===== src/rtl/simplez_pkg.sv =====
// rtl/simplez_pkg.sv - shared constants and types for the Simplez I/O peripherals
package simplez_pkg;

    localparam int DATAW_DEF = 12;
    localparam int ADDRW_DEF = 9;

    // Memory-mapped I/O window at the top of the 512-word address space
    localparam int SCREEN_STATUS_ADDR = 508;
    localparam int SCREEN_DATA_ADDR   = 509;
    localparam int KBD_STATUS_ADDR    = 510;
    localparam int KBD_DATA_ADDR      = 511;

    typedef enum logic [1:0] {
        ST_IDLE  = 2'd0,
        ST_START = 2'd1,
        ST_DATA  = 2'd2,
        ST_STOP  = 2'd3
    } tx_state_t;

endpackage


===== src/rtl/simplez_uart_tx_baud_gen.sv =====
// rtl/simplez_uart_tx_baud_gen.sv - bit-period counter with synchronous clear and wrap tick
module baud_gen #(
    parameter int BAUD_DIV = 104
) (
    input  logic clk,
    input  logic rstn,
    input  logic clr,
    output logic tick
);

    localparam int CW = (BAUD_DIV > 2) ? $clog2(BAUD_DIV) : 1;
    localparam logic [CW-1:0] LAST = CW'(BAUD_DIV - 1);

    logic [CW-1:0] cnt;

    // tick marks the last cycle of a bit period; suppressed while held clear
    assign tick = (cnt == LAST) && !clr;

    // count 0..BAUD_DIV-1, restart on clear or wrap
    always_ff @(posedge clk or negedge rstn) begin
        if (!rstn) begin
            cnt <= '0;
        end else if (clr || tick) begin
            cnt <= '0;
        end else begin
            cnt <= cnt + CW'(1);
        end
    end

endmodule


===== src/rtl/simplez_uart_tx.sv =====
// rtl/simplez_uart_tx.sv - Simplez screen device: bus-mapped 8N1 serial transmitter
module simplez_uart_tx
    import simplez_pkg::*;
#(
    parameter int DATAW       = DATAW_DEF,
    parameter int ADDRW       = ADDRW_DEF,
    parameter int BAUD_DIV    = 104,
    parameter int STATUS_ADDR = SCREEN_STATUS_ADDR,
    parameter int DATA_ADDR   = SCREEN_DATA_ADDR
) (
    input  logic             clk,
    input  logic             rstn,
    input  logic [ADDRW-1:0] addr,
    input  logic             rd,
    input  logic             wr,
    input  logic [DATAW-1:0] data_in,
    output logic [DATAW-1:0] data_out,
    output logic             tx,
    output logic             busy
);

    localparam logic [ADDRW-1:0] A_STATUS = ADDRW'(STATUS_ADDR);
    localparam logic [ADDRW-1:0] A_DATA   = ADDRW'(DATA_ADDR);

    tx_state_t  state;
    logic [7:0] shreg;
    logic [2:0] bit_idx;
    logic       overrun;
    logic       tick;

    logic sel_status_rd;
    logic sel_data_rd;
    logic data_wr;
    logic is_idle;
    logic unused_hi;

    assign sel_status_rd = rd && (addr == A_STATUS);
    assign sel_data_rd   = rd && (addr == A_DATA);
    assign data_wr       = wr && (addr == A_DATA);
    assign is_idle       = (state == ST_IDLE);

    // upper data bits have no meaning for the screen device
    assign unused_hi = ^data_in[DATAW-1:8];

    // counter is held at zero in IDLE so START always gets a full bit period
    baud_gen #(
        .BAUD_DIV (BAUD_DIV)
    ) u_baud_gen (
        .clk  (clk),
        .rstn (rstn),
        .clr  (is_idle),
        .tick (tick)
    );

    // frame sequencer: start bit, 8 data bits LSB first, stop bit
    always_ff @(posedge clk or negedge rstn) begin
        if (!rstn) begin
            state   <= ST_IDLE;
            tx      <= 1'b1;
            busy    <= 1'b0;
            shreg   <= '0;
            bit_idx <= '0;
        end else begin
            case (state)
                ST_IDLE: begin
                    if (data_wr) begin
                        shreg   <= data_in[7:0];
                        state   <= ST_START;
                        tx      <= 1'b0;
                        busy    <= 1'b1;
                        bit_idx <= '0;
                    end
                end
                ST_START: begin
                    if (tick) begin
                        state   <= ST_DATA;
                        tx      <= shreg[0];
                        bit_idx <= '0;
                    end
                end
                ST_DATA: begin
                    if (tick) begin
                        bit_idx <= bit_idx + 3'd1;
                        if (bit_idx == 3'd7) begin
                            state <= ST_STOP;
                            tx    <= 1'b1;
                        end else begin
                            tx <= shreg[bit_idx + 3'd1];
                        end
                    end
                end
                ST_STOP: begin
                    if (tick) begin
                        state <= ST_IDLE;
                        busy  <= 1'b0;
                    end
                end
                default: begin
                    state <= ST_IDLE;
                    tx    <= 1'b1;
                    busy  <= 1'b0;
                end
            endcase
        end
    end

    // overrun flag: a data write while not idle sets it, a status read clears it
    always_ff @(posedge clk or negedge rstn) begin
        if (!rstn) begin
            overrun <= 1'b0;
        end else if (data_wr && !is_idle) begin
            overrun <= 1'b1;
        end else if (sel_status_rd) begin
            overrun <= 1'b0;
        end
    end

    // registered read port, zero when not addressed so the bus can OR it in
    always_ff @(posedge clk or negedge rstn) begin
        if (!rstn) begin
            data_out <= '0;
        end else if (sel_status_rd) begin
            data_out <= {{(DATAW-2){1'b0}}, overrun, is_idle};
        end else if (sel_data_rd) begin
            data_out <= {{(DATAW-8){1'b0}}, shreg};
        end else begin
            data_out <= '0;
        end
    end

endmodule


===== config.mk =====
export PLATFORM = sky130hd
export DESIGN_NAME = simplez_uart_tx
export DESIGN_NICKNAME = d
export VERILOG_FILES = /design/src/rtl/simplez_pkg.sv /design/src/rtl/simplez_uart_tx_baud_gen.sv /design/src/rtl/simplez_uart_tx.sv
export SDC_FILE = /design/constraint.sdc
export NUM_CORES = 1
export LEC_CHECK = 0
export CAP_MARGIN = 20
export CORE_ASPECT_RATIO = 0.8
export CORE_MARGIN = 2
export CORE_UTILIZATION = 49
export CTS_CLUSTER_DIAMETER = 60
export DETAILED_ROUTE_END_ITERATION = 8
export PLACE_DENSITY_LB_ADDON = 0.25
export SLEW_MARGIN = 0
export SYNTH_ARGS = -nofsm -noshare
export SYNTH_HDL_FRONTEND = slang
export SYNTH_SLANG_ARGS = --single-unit

===== constraint.sdc =====
create_clock -name clk -period 2.18 [get_ports clk]
set_input_delay 0.327 -clock clk [delete_from_list [all_inputs] [get_ports clk]]
set_output_delay 0.327 -clock clk [all_outputs]
set_load 0.01 [all_outputs]

-- Word level (Yosys, flattened, before mapping)
Cells that the tools add are included.
Widths: inputs -> output; s select.
- flip-flop bits (word level): 35
- $add $sub $neg: 2
- order comparisons: 1
- equality and inequality tests: 12
- mux-type cells: 25
- reductions and logical operators: 15
- operator list (operator ; number):
    $eq 9x9->1 const B ; 2
    $mux 8 ; 2
    $mux 2 ; 5
    $mux 1 ; 9
    $mux 3 ; 3
    $pmux 3 s3 ; 1
    $pmux 2 s4 ; 1
    $add 7x1->7 const B ; 1
    $eq 7x7->1 const B ; 1
    $mux 7 ; 1
    $ne 2x1->1 const B ; 3
    $logic_and 1x1->1 ; 5
    $reduce_and 5->1 ; 1
    $eq 2x2->1 const B ; 2
    $lt 3x4->1 const B ; 1
    $ne 2x2->1 const B ; 2
    $reduce_and 4->1 ; 1
    $reduce_bool 2->1 ; 2
    $add 3x1->3 const B ; 1
    $bmux 1 s3 ; 1
    $eq 3x3->1 const B ; 1
    $pmux 1 s3 ; 1
    $reduce_and 3->1 ; 1
    $reduce_bool 3->1 ; 1
    other kinds (6) ; 6

-- Longest topological paths before layout
Gate-level depths: netlist (run 1).
- word-level depth: 6
- mapped depth: 7

-- Cells and area by module
From an unflattened synthesis (run 1), not the netlist that was laid out.
- cells, all modules: 134
- area total of the unflattened synthesis: 1566.5 um2
- modules (own cells, without submodules) (module ; instances ; cells an instance ; area each (um2) ; sequential area each (um2)):
    simplez_uart_tx ; 1 ; 99 ; 1219.9 ; 601.8
    baud_gen ; 1 ; 35 ; 346.6 ; 175.2

-- Worst setup path after synthesis (run 1)
Ideal clock, no wire load.
- path kind: register -> register
- start point: register state[0]
- end point: register state[1]
- library setup time: 0.128 ns
- arrival time: 1.677 ns
- data required time: 2.052 ns
- path slack: 0.375 ns
- cell stages (with the launch flop): 8
- buffers on the path: 1
- cells stage by stage: dfrtp_1 inv_1 ha_1 buf_6 nor3_1 nand4_1 a221oi_2 mux2_1
- cells in the longest elaborated chain, start to end: 5
- ends and longest elaborated chain (what ; line ; text):
    start, declared ; simplez_uart_tx.sv:25 ; tx_state_t state;
    start signal, assigned ; simplez_uart_tx.sv:58 ; state <= ST_IDLE;
    start signal, assigned ; simplez_uart_tx.sv:68 ; state <= ST_START;
    start signal, assigned ; simplez_uart_tx.sv:76 ; state <= ST_DATA;
    $logic_not 2->1 ; simplez_uart_tx.sv:40, simplez_uart_tx.sv:64 ;
    $logic_not 1->1 ; simplez_uart_tx_baud_gen.sv:17 ; assign tick = (cnt == LAST) && !clr;
    $logic_and 1x1->1 ; simplez_uart_tx_baud_gen.sv:17 ;
    $ne 2x1->1 (no line) ; -- ;
    $reduce_and 5->1 (no line) ; -- ;
Several ways; a longest one is shown, not always the timed one.
A chain may end at the register's enable or synchronous reset.

-- Worst setup path in the final report (run 1)
Ends and elaborated chain as after synthesis.

==> impl_metrics.sql, run 1 <==
INSERT INTO impl_metrics (metric_group, metric, value, unit) VALUES
('synthesis', 'syn_area', '0.00160', 'sq mm'),
('worst_setup_path', 'end_kind', 'flip-flop', ''),
('worst_setup_path', 'critical_path.max_fanout', '4', ''),
('clock_tree', 'clock_tree.buffer_depth', '2', ''),
('die', 'num_rows', '18', ''),
('pwr', 'internal_power', '1.16', 'mW'),
('routing', 'wirelength', '2.86', 'mm'),
('routing', 'detail_route.first_pass.iterations', '4', ''),
('final_layout', 'share_of_layout_cells_above_drive_strength_1', '0.131', ''),
('synthesis', 'number_of_distinct_library_cells_after_synthesis', '38', ''),
('place', 'place.detailed.instances', '207', ''),
('synthesis', 'synth-warning-count', '0', ''),
('synthesis', 'postSynth.topFlopCell', 'sky130_fd_sc_hd__dfrtp_1', ''),
('die', 'die_x', '67.9', 'microns'),
('worst_setup_path', 'worst_endpoint_required_time', '2.33', 'ns'),
('pwr', 'share_of_total_power_in_combinational_logic', '0.355', ''),
('clock_tree', 'post_cts_hold_buffer_count', '0', ''),
('place', 'port_buffers', '30', ''),
('status', 'run_status', 'completed', ''),
('pwr', 'worst_ir_drop_vdd', '512', 'uV'),
('synthesis', 'synth.top_cells.by_count', '30 x sky130_fd_sc_hd__dfrtp_1, 13 x sky130_fd_sc_hd__nor2_1, 8 x sky130_fd_sc_hd__mux2i_1, 8 x sky130_fd_sc_hd__nand2_1', ''),
('global_routing', 'initial_antenna_violation_count', '0', ''),
('worst_hold_path', 'hp-class', 'in2async', ''),
('die', 'floorplan.io_pins', '39', ''),
('routing', 'dr_total_vias', '1085', ''),
('clock_tree', 'postCtsSetupRepairBufs', '0', ''),
('worst_setup_path', 'arrival', '2.07', 'ns'),
('worst_setup_path', 'timing_worst_setup_path_type', 'reg2reg', ''),
('synthesis', 'yosysMostFrequentCell', 'sky130_fd_sc_hd__dfrtp_1', ''),
('synthesis', 'synth_sequential_area_ratio', '0.486', ''),
('clock_tree', 'clk-insertion-delay-late', '0.27', 'ns'),
('timing', 'period_needed', '1.92', 'ns'),
('synthesis', 'synth_edf_count', '0', ''),
('synthesis', 'post_synth.cell_area_avg', '11.5', 'sq um'),
('global_routing', 'grt.met2_usage', '0.294', ''),
('global_routing', 'grt_util_all_layers', '0.185', ''),
('pwr', 'leakage', '0.914', 'nW'),
('timing', 'layout_worst_path_cycle_share', '0.881', ''),
('clock_tree', 'clock_tree.htree_level_count', '2', ''),
('timing', 'clock_skew', '0.00579', 'ns'),
('die', 'initial_utilization', '0.514', ''),
('global_routing', 'grt_pass1_wl', '4.97', 'mm'),
('pwr', 'pwr_density_cell', '866', 'mW/mm^2'),
('clock_tree', 'clock_sink_count', '31', ''),
('worst_setup_path', 'setup.worst_path.start_class', 'flip-flop', ''),
('synthesis', 'yosysTopAreaCell', 'sky130_fd_sc_hd__dfrtp_1', ''),
('timing', 'report.final.slew_viol_count', '0', ''),
('place', 'weighted_congestion_at_the_end_of_routability_driven_global_placement', '0.726', ''),
('final_layout', 'finalCoreUtilization', '0.649', ''),
('pwr', 'power.net_switching', '586', 'uW'),
('clock_tree', 'cts_inserted_buffers', '5', ''),
('routing', 'viasPerCell', '5.05', ''),
('routing', 'ant_nets', '0', ''),
('synthesis', 'ys_ff_latch', '31', ''),
('timing', 'setup_viol', '0', ''),
('synthesis', 'synthCells', '139', ''),
('global_routing', 'grt.overflow.total', '0', ''),
('synthesis', 'ys_top_cells_by_area', 'sky130_fd_sc_hd__dfrtp_1 47%, sky130_fd_sc_hd__ha_1 5.5%, sky130_fd_sc_hd__mux2i_1 5.0%, sky130_fd_sc_hd__mux2_1 4.2%, sky130_fd_sc_hd__nor2_1 3.1%', ''),
('pwr', 'pwr-share-clk', '0.237', ''),
('final_layout', 'areaGrowthSynthToFinish', '26.1', '%'),
('pwr', 'power.share.sequential', '0.408', ''),
('timing', 'final.setup.tns', '0', 'ns'),
('routing', 'route.detailed.drc', '0', ''),
('final_layout', 'stdcell_count', '215', ''),
('die', 'core_region_area', '0.00311', 'sq mm'),
('worst_setup_path', 'rr_endpoint', 'state[1]$_DFFE_PN0P_', ''),
('worst_setup_path', 'r2r_start', 'state[0]$_DFFE_PN0P_', ''),
('worst_setup_path', 'cp-startpoint', 'state[0]$_DFFE_PN0P_', ''),
('place', 'hpwl', '2.23', 'mm'),
('global_routing', 'grt_most_used_layer', 'met2', ''),
('routing', 'drt-wirelength-per-cell', '13.3', 'microns');
==> per-stage QoR <==
stage,instance area [sq um],power (mW)
floorplan,1610,1.20
global placement,1940,1.30
detailed placement,1940,1.34
CTS,2020,1.76
global route,2020,1.87
finish,2020,1.75
==> worst min path at each step <==
stage                                            from                          end  slack (ns)  cells past startpoint
after floorplan                                  rstn       bit_idx[0]$_DFFE_PN0P_        0.03                      0
after global placement    u_baud_gen.cnt[0]$_DFF_PN0_  u_baud_gen.cnt[0]$_DFF_PN0_        0.45                      1
after detailed placement  u_baud_gen.cnt[0]$_DFF_PN0_  u_baud_gen.cnt[0]$_DFF_PN0_        0.47                      1
after CTS                                        rstn        data_out[3]$_DFF_PN0_        0.46                      2
after global routing                             rstn        data_out[3]$_DFF_PN0_        0.47                      2
final                                            rstn        data_out[7]$_DFF_PN0_        0.44                      2
==> kinds of logic (layout without fill, tap and decap cells) <==
family,Yosys count,after routing,share of synthesized area
muxes,19,19,0.132
and+or+nand+nor,47,47,0.178
other,1,4,0.00235
AOI/OAI and AO/OA,14,14,0.0665
adders and majority gates,7,7,0.0548
xor gates and xnor gates,4,4,0.0219
buffers and inverters,16,49,0.0579
DFF,31,31,0.486
==> metal layers <==
layer / routed length, microns / vias up
li1: - / 533
met1: 1320 / 512
met3: 171 / 2
met2: 1350 / 38
met5: 0 / -
met4: 19 / 0
==> placed cells by master, fill, tap and decap left out, types with 2 or more instances in the layout <==
cell	instances
sky130_fd_sc_hd__clkbuf_1	3
sky130_fd_sc_hd__nor2b_1	2
sky130_fd_sc_hd__conb_1	4
sky130_fd_sc_hd__buf_4	3
sky130_fd_sc_hd__dfrtp_1	30
sky130_fd_sc_hd__xor2_1	2
sky130_fd_sc_hd__xnor2_1	2
sky130_fd_sc_hd__nand3_1	2
sky130_fd_sc_hd__nand4_1	2
sky130_fd_sc_hd__nor2_1	13
sky130_fd_sc_hd__clkdlybuf4s50_1	30
sky130_fd_sc_hd__nand2_1	8
sky130_fd_sc_hd__mux2i_1	8
sky130_fd_sc_hd__and2_1	6
sky130_fd_sc_hd__mux2_4	2
sky130_fd_sc_hd__nor3_1	2
sky130_fd_sc_hd__nand2b_1	4
sky130_fd_sc_hd__a21oi_1	3
sky130_fd_sc_hd__nor3_4	2
sky130_fd_sc_hd__and3_1	2
sky130_fd_sc_hd__mux2_1	6
sky130_fd_sc_hd__ha_1	7
sky130_fd_sc_hd__a31oi_1	2
sky130_fd_sc_hd__mux2_2	3
sky130_fd_sc_hd__clkbuf_8	5
sky130_fd_sc_hd__inv_1	7
sky130_fd_sc_hd__o21ai_0	3
==> sequential cells by signal, indices dropped and copies added, names as in the netlist <==
signal          flops
data_out            8
shreg               8
u_baud_gen.cnt      7
bit_idx             3
state               2
busy                1
overrun             1
tx                  1
==> critical path, stage by stage (launching register included) <==
cell and delay [ns]:
sky130_fd_sc_hd__dfrtp_1 0.42, sky130_fd_sc_hd__ha_1 0.27, sky130_fd_sc_hd__nor3_1 0.28, sky130_fd_sc_hd__nand4_1 0.17, sky130_fd_sc_hd__a221oi_2 0.31, sky130_fd_sc_hd__mux2_1 0.35
==> power by group through the flow <==
| stage | Clock (mW) | Sequential (mW) | Combinational (mW) |
|---|---|---|---|
| 3_3_place_gp | 0 | 0.713 | 0.589 |
| 5_1_grt | 0.462 | 0.722 | 0.684 |
| 3_5_place_dp | 0 | 0.723 | 0.621 |
| 6_report | 0.415 | 0.712 | 0.620 |
| 4_1_cts | 0.425 | 0.713 | 0.622 |
| 2_1_floorplan | 0 | 0.706 | 0.491 |
==> cell type report <==
| class | count | area, sq um |
|---|---|---|
| Fill cell | 228 | 1090 |
| Sequential cell | 31 | 777 |
| Multi-Input combinational cell | 95 | 741 |
| Timing Repair Buffer | 34 | 343 |
| Clock buffer | 8 | 80.1 |
| Tap cell | 40 | 50.0 |
| Inverter | 7 | 26.3 |
Power figures use the tool's default switching activity.
==> inputs of run 2 (changes only) <==
==> constraint.sdc (replaced) <==
create_clock -name clk -period 2.18 [get_ports clk]
set_input_delay 0.436 -clock clk [delete_from_list [all_inputs] [get_ports clk]]
set_output_delay 0.436 -clock clk [all_outputs]
set_load 0.01 [all_outputs]
==> run 2 against run 1 <==
Against the previous run: combinational power grew 3%; utilization increased by 0.52 points; sequential power barely moved; fmax grew 1.1%; clock power rose by 3%; power increased by 1.8%; global-route usage is 1.0 points higher; die area stayed put; via count is 4.9% higher; wire length up 6.1%; cell count up 0.93%; setup slack better by 0.021 ns; largest cell class unchanged.
==> impl_metrics.sql, run 2 (same netlist as run 1, synthesis figures left out) <==
INSERT INTO impl_metrics (metric_group, metric, value, unit) VALUES
('status', 'run_status', 'completed', ''),
('place', 'detailed_place.area', '0.00195', 'sq mm'),
('timing', 'layout_worst_path_cycle_share', '0.871', ''),
('worst_setup_path', 'rrSetupSlack', '0.28', 'ns'),
('place', 'hpwl', '2.32', 'mm'),
('timing', 'grt_setup_unrepaired', 'false', ''),
('timing', 'max_freq', '527', 'MHz'),
('place', 'port_buffers', '30', ''),
('pwr', 'power.share.sequential', '0.400', ''),
('worst_setup_path', 'worst_setup_path_endpoint', 'state[1]$_DFFE_PN0P_', ''),
('clock_tree', 'cts_inserted_buffers', '5', ''),
('routing', 'initialDrtViolationCount', '95', ''),
('clock_tree', 'clock_sink_count', '31', ''),
('global_routing', 'grt_max_degree', '32', ''),
('final_layout', 'finalInstanceArea', '0.00203', 'sq mm'),
('timing', 'report.final.slew_viol_count', '0', ''),
('final_layout', 'antenna_diode_count', '0', ''),
('worst_setup_path', 'worst_endpoint_required_time', '2.35', 'ns'),
('final_layout', 'finalCoreUtilization', '0.654', ''),
('worst_setup_path', 'crit_chain', 'ha_1 -> nor3_1 -> nand4_1 -> a221oi_2 -> mux2_1', ''),
('clock_tree', 'cts.repair.resized', '0', ''),
('worst_setup_path', 'end_kind', 'flip-flop', ''),
('place', 'weighted_congestion_at_the_end_of_routability_driven_global_placement', '0.711', ''),
('pwr', 'power.switching_fraction', '0.339', ''),
('global_routing', 'grt_pass1_wl', '5.02', 'mm'),
('global_routing', 'grt.overflow.total', '0', ''),
('die', 'die_area', '0.00374', 'sq mm'),
('worst_setup_path', 'timing_worst_setup_path_type', 'reg2reg', ''),
('global_routing', 'initial_antenna_violation_count', '0', ''),
('global_routing', 'grt_most_used_layer', 'met2', ''),
('global_routing', 'grt.met2_usage', '0.315', ''),
('final_layout', 'share_of_layout_cells_above_drive_strength_1', '0.147', ''),
('final_layout', 'number_of_nets_in_the_final_layout', '208', ''),
('worst_hold_path', 'hp-class', 'reg2reg', ''),
('clock_tree', 'clock_tree.buffer_depth', '2', ''),
('routing', 'drt-wirelength-per-cell', '14.0', 'microns'),
('pwr', 'worst_ir_drop_vdd', '474', 'uV'),
('routing', 'viasPerCell', '5.24', ''),
('clock_tree', 'post_cts_hold_buffer_count', '0', ''),
('place', 'place.detailed.instances', '209', ''),
('pwr', 'pwr_density_cell', '875', 'mW/mm^2'),
('die', 'die_x', '67.9', 'microns'),
('worst_setup_path', 'rr_endpoint', 'state[1]$_DFFE_PN0P_', ''),
('global_routing', 'globalRouteMet1Util', '0.231', ''),
('timing', 'hold_violations', '0', ''),
('worst_setup_path', 'arrival', '2.07', 'ns'),
('final_layout', 'mostFrequentLayoutCells', '30 x sky130_fd_sc_hd__dfrtp_1, 30 x sky130_fd_sc_hd__clkdlybuf4s50_1, 13 x sky130_fd_sc_hd__nor2_1', ''),
('worst_setup_path', 'slowest_delay', '0.42', 'ns'),
('die', 'core_region_area', '0.00311', 'sq mm'),
('final_layout', 'stdcell_count', '217', ''),
('clock_tree', 'clk-insertion-delay-late', '0.29', 'ns'),
('worst_setup_path', 'r2r_start', 'state[0]$_DFFE_PN0P_', ''),
('final_layout', 'areaGrowthSynthToFinish', '27.2', '%'),
('global_routing', 'first_global_vias', '1113', ''),
('timing', 'period_needed', '1.90', 'ns'),
('clock_tree', 'postCtsSetupRepairBufs', '0', ''),
('final_layout', 'biggestRegsByFlops', 'data_out: 8 flops, shreg: 8 flops, u_baud_gen.cnt: 7 flops', ''),
('pwr', 'leakage', '0.927', 'nW'),
('clock_tree', 'tritoncts', 'built', ''),
('final_layout', 'n_fill_cell', '240', ''),
('die', 'initial_utilization', '0.514', ''),
('routing', 'detail_route.first_pass.iterations', '4', ''),
('worst_setup_path', 'setup.worst_path.start_class', 'flip-flop', ''),
('pwr', 'pwr-share-clk', '0.241', ''),
('worst_setup_path', 'crit_family', 'simple AND/OR/NAND/NOR gates', ''),
('worst_setup_path', 'critical_path.max_fanout', '4', ''),
('routing', 'route.detailed.drc', '0', ''),
('routing', 'ant_nets', '0', ''),
('run', 'maxCapViolations', '0', ''),
('worst_setup_path', 'buf_inv_stages_crit_path', '0', ''),
('die', 'die-height', '55.1', 'microns'),
('timing', 'setup_viol', '0', ''),
('worst_setup_path', 'slowest_stage', 'sky130_fd_sc_hd__dfrtp_1', ''),
('pwr', 'internal_power', '1.18', 'mW'),
('die', 'floorplan.io_pins', '39', ''),
('timing', 'clock_skew', '0.00773', 'ns'),
('timing', 'final.setup.tns', '0', 'ns'),
('routing', 'wirelength', '3.03', 'mm'),
('worst_setup_path', 'cp-startpoint', 'state[0]$_DFFE_PN0P_', ''),
('clock_tree', 'cts.clk_slew.worst_paths', '0.07', 'ns'),
('worst_setup_path', 'crit_cells', '5', ''),
('global_routing', 'gr-usage-met3', '0.0830', ''),
('pwr', 'share_of_total_power_in_combinational_logic', '0.358', ''),
('die', 'num_rows', '18', ''),
('worst_setup_path', 'worstRegToRegCells', '5', ''),
('routing', 'dr_total_vias', '1138', ''),
('pwr', 'power.net_switching', '603', 'uW'),
('clock_tree', 'clock_tree.htree_level_count', '2', ''),
('clock_tree', 'ctsRootBufferMaster', 'sky130_fd_sc_hd__clkbuf_8', ''),
('global_routing', 'grt_util_all_layers', '0.195', '');
## run 2: layout make-up
class | count | area, sq um | area share
clock buffers | 7 | 76.3 | 0.0375
clock inverters | 1 | 5.00 | 0.00246
inverters | 7 | 26.3 | 0.0129
multi-input cells | 95 | 741 | 0.364
flip-flops and latches | 31 | 777 | 0.382
well taps | 40 | 50.0 | 0.0246
repair buffers | 36 | 358 | 0.176
## run 2: worst min-delay path by stage
stage / end / slack (ns) / startpoint / cells after the start
5_1_grt: u_baud_gen.cnt[0]$_DFF_PN0_ / 0.48 / u_baud_gen.cnt[0]$_DFF_PN0_ / 1
6_report: u_baud_gen.cnt[0]$_DFF_PN0_ / 0.46 / u_baud_gen.cnt[0]$_DFF_PN0_ / 1
3_5_place_dp: u_baud_gen.cnt[0]$_DFF_PN0_ / 0.45 / u_baud_gen.cnt[0]$_DFF_PN0_ / 1
4_1_cts: u_baud_gen.cnt[0]$_DFF_PN0_ / 0.46 / u_baud_gen.cnt[0]$_DFF_PN0_ / 1
3_3_place_gp: u_baud_gen.cnt[0]$_DFF_PN0_ / 0.45 / u_baud_gen.cnt[0]$_DFF_PN0_ / 1
2_1_floorplan: bit_idx[0]$_DFFE_PN0P_ / 0.14 / rstn / 0
## run 2: routing by layer
layer | vias up | part of all wire
li1 | 539 | -
met1 | 548 | 0.46
met2 | 43 | 0.46
met3 | 8 | 0.066
met4 | 0 | 0.016
met5 | - | 0
## run 2: power groups by stage
stage               Combinational, mW  Sequential, mW  Clock [mW]
floorplan                       0.491           0.706           0
finish                          0.637           0.712       0.429
global placement                0.608           0.713           0
global route                    0.695           0.719       0.469
detailed placement              0.631           0.721           0
CTS                             0.635           0.710       0.445
## run 2: per-stage QoR
step / hold slack, ns / total power [mW] / setup slack [ns]
6_report: 0.460 / 1.78 / 0.281
5_1_grt: 0.482 / 1.88 / 0.156
4_1_cts: 0.462 / 1.79 / 0.287
3_5_place_dp: 0.454 / 1.35 / 0.0202
3_3_place_gp: 0.447 / 1.32 / 0.108
2_1_floorplan: 0.140 / 1.20 / 0.375
